## src/rtl/timelyrv_peri_timer_irq.sv

```systemverilog
// rtl/timelyrv_peri_timer_irq.sv - machine timer and interrupt aggregator on the peripheral bus
//
// Purpose: decodes peripheral-bus requests in a 4 KiB window and serves a
// 64-bit mtime/mtimecmp timer, a software-interrupt bit and 16 edge-latched
// fast interrupt sources, folded into the core's 32-bit irq_bitmap.
//
// Ports:
//   clk, rst                 core clock, synchronous active-high reset
//   peri_rden, peri_wren     read / write request (held until granted)
//   peri_addr, peri_wdata    byte address, write data
//   peri_wstrb               per-byte write enables
//   peri_rdata, peri_ready   registered response beat, one cycle after grant
//   peri_gnt                 combinational grant on window hit
//   irq_ack_i, irq_id_i      core interrupt acknowledge and its id
//   ext_irq                  level external interrupt
//   fast_irq                 rising-edge fast interrupt sources
//   irq_bitmap               registered interrupt vector to the core
module timelyrv_peri_timer_irq #(
  parameter logic [31:0] BASE_ADDR = 32'h1000_0000,
  parameter int unsigned PRESCALE  = 1
) (
  input  logic        clk,
  input  logic        rst,
  input  logic        peri_rden,
  input  logic        peri_wren,
  input  logic [31:0] peri_addr,
  input  logic [31:0] peri_wdata,
  input  logic [3:0]  peri_wstrb,
  output logic [31:0] peri_rdata,
  output logic        peri_ready,
  output logic        peri_gnt,
  input  logic        irq_ack_i,
  input  logic [4:0]  irq_id_i,
  input  logic        ext_irq,
  input  logic [15:0] fast_irq,
  output logic [31:0] irq_bitmap
);

  localparam logic [31:0] PRESC_MAX = 32'(PRESCALE - 1);

  localparam logic [9:0] OFF_MTIME_LO    = 10'd0;
  localparam logic [9:0] OFF_MTIME_HI    = 10'd1;
  localparam logic [9:0] OFF_MTIMECMP_LO = 10'd2;
  localparam logic [9:0] OFF_MTIMECMP_HI = 10'd3;
  localparam logic [9:0] OFF_CTRL        = 10'd4;
  localparam logic [9:0] OFF_MSIP        = 10'd5;
  localparam logic [9:0] OFF_PENDING     = 10'd6;
  localparam logic [9:0] OFF_ENABLE      = 10'd7;
  localparam logic [9:0] OFF_LAST_ACK    = 10'd8;

  logic [63:0] mtime_q, mtime_d;
  logic [63:0] mtimecmp_q, mtimecmp_d;
  logic [31:0] presc_q, presc_d;
  logic        ctrl_q, ctrl_d;
  logic        msip_q, msip_d;
  logic [15:0] pending_q, pending_d;
  logic [15:0] enable_q, enable_d;
  logic [4:0]  last_ack_q, last_ack_d;
  logic [31:0] shadow_q, shadow_d;
  logic [15:0] fast_q, fast_d;
  logic [31:0] rdata_q, rdata_d;
  logic        ready_q, ready_d;
  logic [31:0] bitmap_q, bitmap_d;

  logic        hit;
  logic        wr_en;
  logic        rd_en;
  logic [9:0]  woff;
  logic [31:0] rd_val;
  logic [31:0] wr_old;
  logic [31:0] wr_val;
  logic [15:0] fast_edge;
  logic [15:0] w1c_mask;
  logic [15:0] ack_mask;
  logic        unused_addr_bits;

  function automatic logic [31:0] merge_bytes(input logic [31:0] old_val,
                                              input logic [31:0] new_val,
                                              input logic [3:0]  strb);
    logic [31:0] r;
    for (int b = 0; b < 4; b++) begin
      r[8*b +: 8] = strb[b] ? new_val[8*b +: 8] : old_val[8*b +: 8];
    end
    return r;
  endfunction

  assign hit              = (peri_addr[31:12] == BASE_ADDR[31:12]);
  assign peri_gnt         = hit & (peri_rden | peri_wren);
  assign wr_en            = peri_gnt & peri_wren;
  assign rd_en            = peri_gnt & peri_rden & ~peri_wren;
  assign woff             = peri_addr[11:2];
  assign unused_addr_bits = ^peri_addr[1:0];

  // One register stage: an edge is "high now, low last cycle".
  assign fast_edge = fast_irq & ~fast_q;
  assign fast_d    = fast_irq;

  always_comb begin
    rd_val = '0;
    case (woff)
      OFF_MTIME_LO:    rd_val = mtime_q[31:0];
      OFF_MTIME_HI:    rd_val = shadow_q;
      OFF_MTIMECMP_LO: rd_val = mtimecmp_q[31:0];
      OFF_MTIMECMP_HI: rd_val = mtimecmp_q[63:32];
      OFF_CTRL:        rd_val = {31'b0, ctrl_q};
      OFF_MSIP:        rd_val = {31'b0, msip_q};
      OFF_PENDING:     rd_val = {16'b0, pending_q};
      OFF_ENABLE:      rd_val = {16'b0, enable_q};
      OFF_LAST_ACK:    rd_val = {27'b0, last_ack_q};
      default:         rd_val = '0;
    endcase
  end

  // MTIME_HI reads the shadow, so its byte merge needs the live upper half.
  assign wr_old = (woff == OFF_MTIME_HI) ? mtime_q[63:32] : rd_val;
  assign wr_val = merge_bytes(wr_old, peri_wdata, peri_wstrb);

  assign w1c_mask = (wr_en && woff == OFF_PENDING)
                  ? (peri_wdata[15:0] & {{8{peri_wstrb[1]}}, {8{peri_wstrb[0]}}})
                  : 16'b0;

  always_comb begin
    ack_mask = '0;
    if (irq_ack_i && irq_id_i[4]) ack_mask[irq_id_i[3:0]] = 1'b1;
  end

  always_comb begin
    mtime_d    = mtime_q;
    mtimecmp_d = mtimecmp_q;
    presc_d    = presc_q;
    ctrl_d     = ctrl_q;
    msip_d     = msip_q;
    enable_d   = enable_q;
    last_ack_d = last_ack_q;
    shadow_d   = shadow_q;

    if (ctrl_q) begin
      if (presc_q == PRESC_MAX) begin
        presc_d = '0;
        mtime_d = mtime_q + 64'd1;
      end else begin
        presc_d = presc_q + 32'd1;
      end
    end

    // Software writes to mtime override any tick this cycle.
    if (wr_en) begin
      case (woff)
        OFF_MTIME_LO: begin
          mtime_d = {mtime_q[63:32], wr_val};
          presc_d = '0;
        end
        OFF_MTIME_HI: begin
          mtime_d = {wr_val, mtime_q[31:0]};
          presc_d = '0;
        end
        OFF_MTIMECMP_LO: mtimecmp_d[31:0]  = wr_val;
        OFF_MTIMECMP_HI: mtimecmp_d[63:32] = wr_val;
        OFF_CTRL:        ctrl_d   = wr_val[0];
        OFF_MSIP:        msip_d   = wr_val[0];
        OFF_ENABLE:      enable_d = wr_val[15:0];
        default: ;
      endcase
    end

    // Reading MTIME_LO freezes the upper half for a coherent 64-bit read.
    if (rd_en && woff == OFF_MTIME_LO) shadow_d = mtime_q[63:32];

    if (irq_ack_i) last_ack_d = irq_id_i;

    // A new edge beats any clear in the same cycle.
    pending_d = (pending_q & ~(w1c_mask | ack_mask)) | fast_edge;

    bitmap_d        = '0;
    bitmap_d[3]     = msip_q;
    bitmap_d[7]     = ctrl_q & (mtime_q >= mtimecmp_q);
    bitmap_d[11]    = ext_irq;
    bitmap_d[31:16] = pending_q & enable_q;

    ready_d = peri_gnt;
    rdata_d = rd_en ? rd_val : 32'b0;
  end

  always_ff @(posedge clk) begin
    if (rst) begin
      mtime_q    <= '0;
      mtimecmp_q <= '1;
      presc_q    <= '0;
      ctrl_q     <= 1'b0;
      msip_q     <= 1'b0;
      pending_q  <= '0;
      enable_q   <= '0;
      last_ack_q <= '0;
      shadow_q   <= '0;
      fast_q     <= '0;
      rdata_q    <= '0;
      ready_q    <= 1'b0;
      bitmap_q   <= '0;
    end else begin
      mtime_q    <= mtime_d;
      mtimecmp_q <= mtimecmp_d;
      presc_q    <= presc_d;
      ctrl_q     <= ctrl_d;
      msip_q     <= msip_d;
      pending_q  <= pending_d;
      enable_q   <= enable_d;
      last_ack_q <= last_ack_d;
      shadow_q   <= shadow_d;
      fast_q     <= fast_d;
      rdata_q    <= rdata_d;
      ready_q    <= ready_d;
      bitmap_q   <= bitmap_d;
    end
  end

  assign peri_rdata = rdata_q;
  assign peri_ready = ready_q;
  assign irq_bitmap = bitmap_q;

endmodule

```

## config.mk

```make
export PLATFORM = sky130hd
export DESIGN_NAME = timelyrv_peri_timer_irq
export DESIGN_NICKNAME = d
export VERILOG_FILES = /design/src/rtl/timelyrv_peri_timer_irq.sv
export SDC_FILE = /design/constraint.sdc
export NUM_CORES = 1
export LEC_CHECK = 0
export BUFFER_PORTS_ARGS = -buffer_cell sky130_fd_sc_hd__buf_2
export CAP_MARGIN = 15
export CORE_MARGIN = 2
export CORE_UTILIZATION = 55
export DETAILED_ROUTE_END_ITERATION = 7
export PLACE_DENSITY_LB_ADDON = 0.15
export REMOVE_ABC_BUFFERS = 1
export SLEW_MARGIN = 25
export SYNTH_ARGS = -nofsm -noshare
export SYNTH_HDL_FRONTEND = slang
export SYNTH_SLANG_ARGS = --single-unit
```

## constraint.sdc

```tcl
create_clock -name clk -period 7.9 [get_ports clk]
set_clock_uncertainty 0.05 [all_clocks]
set_input_delay 1.185 -clock clk [delete_from_list [all_inputs] [get_ports clk]]
set_output_delay 1.185 -clock clk [all_outputs]
set_load 0.1 [all_outputs]
```

After elaboration in Yosys (flattened, before gate mapping)
Cells that the tools add are included.
{"block": "totals", "word_cells": 79, "ff_bits": 312}
{"block": "classes", "add_sub_neg": 2, "order_cmp": 3, "eq_ne": 11, "n_reduce_logical": 13, "n_mux": 18, "n_bitwise": 16}
{"cell": "32-bit one-hot mux with 9 select lines", "count": 1}
{"cell": "64-bit 2-to-1 mux", "count": 3}
{"cell": "32-bit 2-to-1 mux", "count": 5}
{"cell": "64-bit one-hot mux with 2 select lines", "count": 1}
{"cell": "64-bit by 1-bit adder with 64-bit output (second input constant)", "count": 1}
{"cell": "16-bit AND", "count": 4}
{"cell": "64-bit >= comparator", "count": 1}
{"cell": "10-bit by 3-bit equality test with 1-bit output (second input constant)", "count": 4}
{"cell": "32-bit by 1-bit adder with 32-bit output (second input constant)", "count": 1}
{"cell": "32-bit zero test", "count": 1}
{"cell": "16-bit 2-to-1 mux", "count": 2}
{"cell": "8-bit 2-to-1 mux", "count": 4}
{"cell": "16-bit NOT", "count": 2}
{"cell": "16-bit bitwise OR", "count": 2}
{"cell": "10-bit by 2-bit equality test with 1-bit output (second input constant)", "count": 2}
{"cell": "20-bit by 17-bit equality test with 1-bit output (second input constant)", "count": 1}
{"cell": "10-bit by 1-bit equality test with 1-bit output (second input constant)", "count": 1}
{"cell": "10-bit by 4-bit equality test with 1-bit output (second input constant)", "count": 1}
{"cell": "10-bit zero test", "count": 1}
{"cell": "2-bit AND reduction", "count": 5}
{"cell": "1-bit AND", "count": 5}
{"cell": "4-bit by 5-bit less-than comparator with 1-bit output (second input constant)", "count": 1}
{"cell": "1-bit demux with 4-bit select", "count": 1}
{"cell": "4-bit by 1-bit >= comparator with 1-bit output (second input constant)", "count": 1}
{"cell": "6 further kinds", "count": 12}

Longest topological paths before layout
{"block": "depth", "depth_word": 9, "mapped_depth": 10}

Worst setup path after synthesis
OpenSTA, ideal clock, no wires.
{"block": "synth_path", "path_type": "input to output", "from": "input peri_addr[12]", "to": "output peri_gnt", "arrival_ps": 3717, "required_time_ps": 6665, "path_stages": 4, "path_buffers": 1, "setup_slack_ps": 2948, "cell_sequence": "or4_1 -> or4b_1 -> buf_2 -> nor2_1"}
{"block": "synth_via", "elab_chain_len": 2}
{"item": "start, declared", "line": "26", "rtl": "input logic [31:0] peri_addr,"}
{"item": "20-bit by 17-bit equality test with 1-bit output", "line": "87", "rtl": "assign hit = (peri_addr[31:12] == BASE_ADDR[31:12]);"}
{"item": "1-bit AND", "line": "88", "rtl": "assign peri_gnt = hit & (peri_rden | peri_wren);"}
{"item": "end, declared", "line": "31", "rtl": "output logic peri_gnt,"}
Every way passes these cells.

Worst setup path after layout
Ends and elaborated chain as after synthesis.

==> flow_summary.json <==
{
  "wl_met2_mm": 22.5,
  "synthCells": 1917,
  "syn_area_per_cell_um2": 8.14,
  "netlist_area_um2": 15600,
  "wl_mm": 52.4,
  "syn2layout_area_growth_pct": 13.3,
  "status": "complete, no violations",
  "fp.dieW_um": 172,
  "fillCellCount": 2461,
  "antenna_found_initial": 0,
  "vias": 15400,
  "root_buffer": "clkbuf_16",
  "die_h_um": 172,
  "leakage_nw": 7.99,
  "diodes": 0,
  "clockBufferDepth": 3,
  "grt_setup_unrepaired": "no",
  "yosysTopAreaCellShare_pct": 38.4,
  "drc_errors": 0,
  "cellPowerDensity_nw_per_um2": 189,
  "finalHoldViolCount": 0,
  "met3_length_mm": 5.71,
  "ys_warn_count": 0,
  "multi_input_area_um2": 8810,
  "overflow": 0,
  "start_util_pct": 56.0,
  "async_flop_share_pct": 0,
  "min_period_ps": 4460,
  "cp_max_fo": 5,
  "yosys_register_bits": 299,
  "yosys-top-cells-area": "dfxtp_1, nand2_1, ha_1",
  "ant_nets": 0,
  "drive_above_1_share_pct": 13.0,
  "cap_violations": 0,
  "first_pass_iters": 7,
  "final_cells": 2410,
  "post_cts_resized": 0,
  "synth_common_cells": "dfxtp_1, nand2_1, nor2_1",
  "grt_usage_pct": 35.2,
  "setup_viol": 0,
  "ys_types": 78,
  "cts_made_buffers": 34,
  "dr.first_iter.drc_count": 1861,
  "hp-class": "reg2reg",
  "worstPathArrival_ps": 3220,
  "peakVddDrop_mv": 0.174,
  "clk-insertion-delay-late_ps": 520,
  "cp_data_required_time_ps": 6660,
  "first_global_vias": 14500,
  "slew_headroom_pct": 25.1,
  "seq_area_um2": 5990,
  "port_buffers": 145,
  "wirelength_met1_mm": 21.8,
  "num_rows": 61,
  "ios": 161,
  "htreeDepth": 2,
  "cts_setup_buffers": 0,
  "yosysTopAreaCell": "dfxtp_1",
  "core-area_um2": 27900,
  "final.setup.tns_ps": 0,
  "path_class": "in2out",
  "grt_max_degree": 80,
  "start_kind": "input pin",
  "cts_sinks": 299,
  "holdBufCountCts": 0,
  "post_drt_via_cell_ratio": 6.41,
  "dieArea_um2": 29700,
  "dp.cells": 2354,
  "fmax_mhz": 224,
  "dr.max_layer_used": "met4",
  "gp_congestion": 0.971,
  "seq_area_frac_synth_pct": 38.4,
  "synth_most_common_cell": "dfxtp_1",
  "ys.flop_type": "dfxtp_1",
  "wire_per_inst_um": 21.7,
  "nets": 2174,
  "grt_pass1_wl_mm": 81.1,
  "cts_tree": "yes",
  "worstSetupEndpointType": "output port",
  "synth_edf_count": 0,
  "fin_hold_ws_ps": 356,
  "fin_crit_sh_pct": 56.4,
  "tightest_slew_ps": 1120,
  "path_clk_slew_ps": 50,
  "dpl.hpwl_mm": 34.8,
  "slew_violations": 0
}
==> logic make-up after synthesis <==
logic type	synth area share [%]
simple gates	24.5
fa+ha+maj	5.37
mux	2.19
flops	38.4
other cells	0.0240
xor+xnor	3.14
compound gates	20.7
buf+inv	5.80
==> sequential cells by signal, indices dropped and copies added, names as in the netlist <==
name        count
shadow_q       32
msip_q          1
fast_q         16
last_ack_q      5
pending_q      16
irq_bitmap     19
mtime_q        64
ctrl_q          1
enable_q       16
peri_rdata     32
peri_ready      1
mtimecmp_q     64
presc_q        32
==> worst paths after layout <==
check | from | end | slack (ps) | cells after the start
setup / recovery | peri_addr[12] | peri_gnt | 3440 | 5
setup reg to reg | mtime_q[3]$_SDFFE_PP0P_ | mtime_q[61]$_SDFFE_PP0P_ | 4400 | 7
hold reg to reg | fast_q[3]$_SDFF_PP0_ | pending_q[3]$_SDFF_PP0_ | 360 | 1
hold / removal | fast_q[3]$_SDFF_PP0_ | pending_q[3]$_SDFF_PP0_ | 360 | 1
==> power by group <==
group	switching, mW	internal [mW]	total, mW
Sequential	0.00828	1.52	1.53
Clock	0.637	0.999	1.64
Combinational	0.122	0.0458	0.167
Total	0.767	2.57	3.33
==> layer usage <==
layer	vias to the layer above	global-route usage, %
met2	872	53.1
met4	0	15.3
met5	-	0
met3	200	7.55
li1	7107	-
met1	7270	48.3
==> area by class of cell <==
type | instances | share of cell area [%]
Inverter | 97 | 2.07
Clock inverter | 9 | 0.701
Tap cell | 378 | 2.68
Sequential cell | 299 | 33.9
Timing Repair Buffer | 167 | 5.05
Multi-Input combinational cell | 1413 | 49.8
Clock buffer | 47 | 5.79
==> placed cells by master, fill, tap and decap left out, types with 8 or more instances in the layout <==
| cell | instances |
|---|---|
| o211ai_1 | 42 |
| o21ai_0 | 76 |
| and2_1 | 17 |
| buf_2 | 144 |
| nand4_1 | 56 |
| ha_1 | 67 |
| dfxtp_1 | 299 |
| xnor2_1 | 17 |
| nand2b_1 | 15 |
| mux2_2 | 11 |
| o21a_1 | 13 |
| a22oi_1 | 35 |
| conb_1 | 13 |
| a31oi_1 | 13 |
| o31ai_1 | 10 |
| nand3_1 | 43 |
| a222oi_1 | 8 |
| clkbuf_16 | 37 |
| a211oi_1 | 40 |
| o211a_1 | 9 |
| and3_1 | 40 |
| and4_1 | 18 |
| a22o_1 | 24 |
| a221oi_1 | 13 |
| nor2_1 | 203 |
| buf_4 | 23 |
| nor3_1 | 43 |
| a21oi_1 | 107 |
| nor2b_1 | 27 |
| o22ai_1 | 9 |
| nor4_1 | 27 |
| a21o_1 | 26 |
| mux2i_1 | 15 |
| xor2_1 | 39 |
| inv_1 | 95 |
| nand2_1 | 231 |
==> critical path, cell delays in order <==
cell,delay [ps]
buf_2,100
or4_1,550
or4b_1,730
nor2_1,200
buf_2,450
==> per-stage QoR <==
stage	setup WS [ps]	cell area, um2	util (%)	power (mW)
after floorplan	2400	15100	-	1.65
after global placement	3220	16500	59.3	1.73
after detailed placement	3140	16500	59.3	1.73
after CTS	3450	17700	63.4	3.35
after global routing	3380	17700	63.4	3.42
final	3440	17700	63.4	3.33
Power figures use the tool's default switching activity.
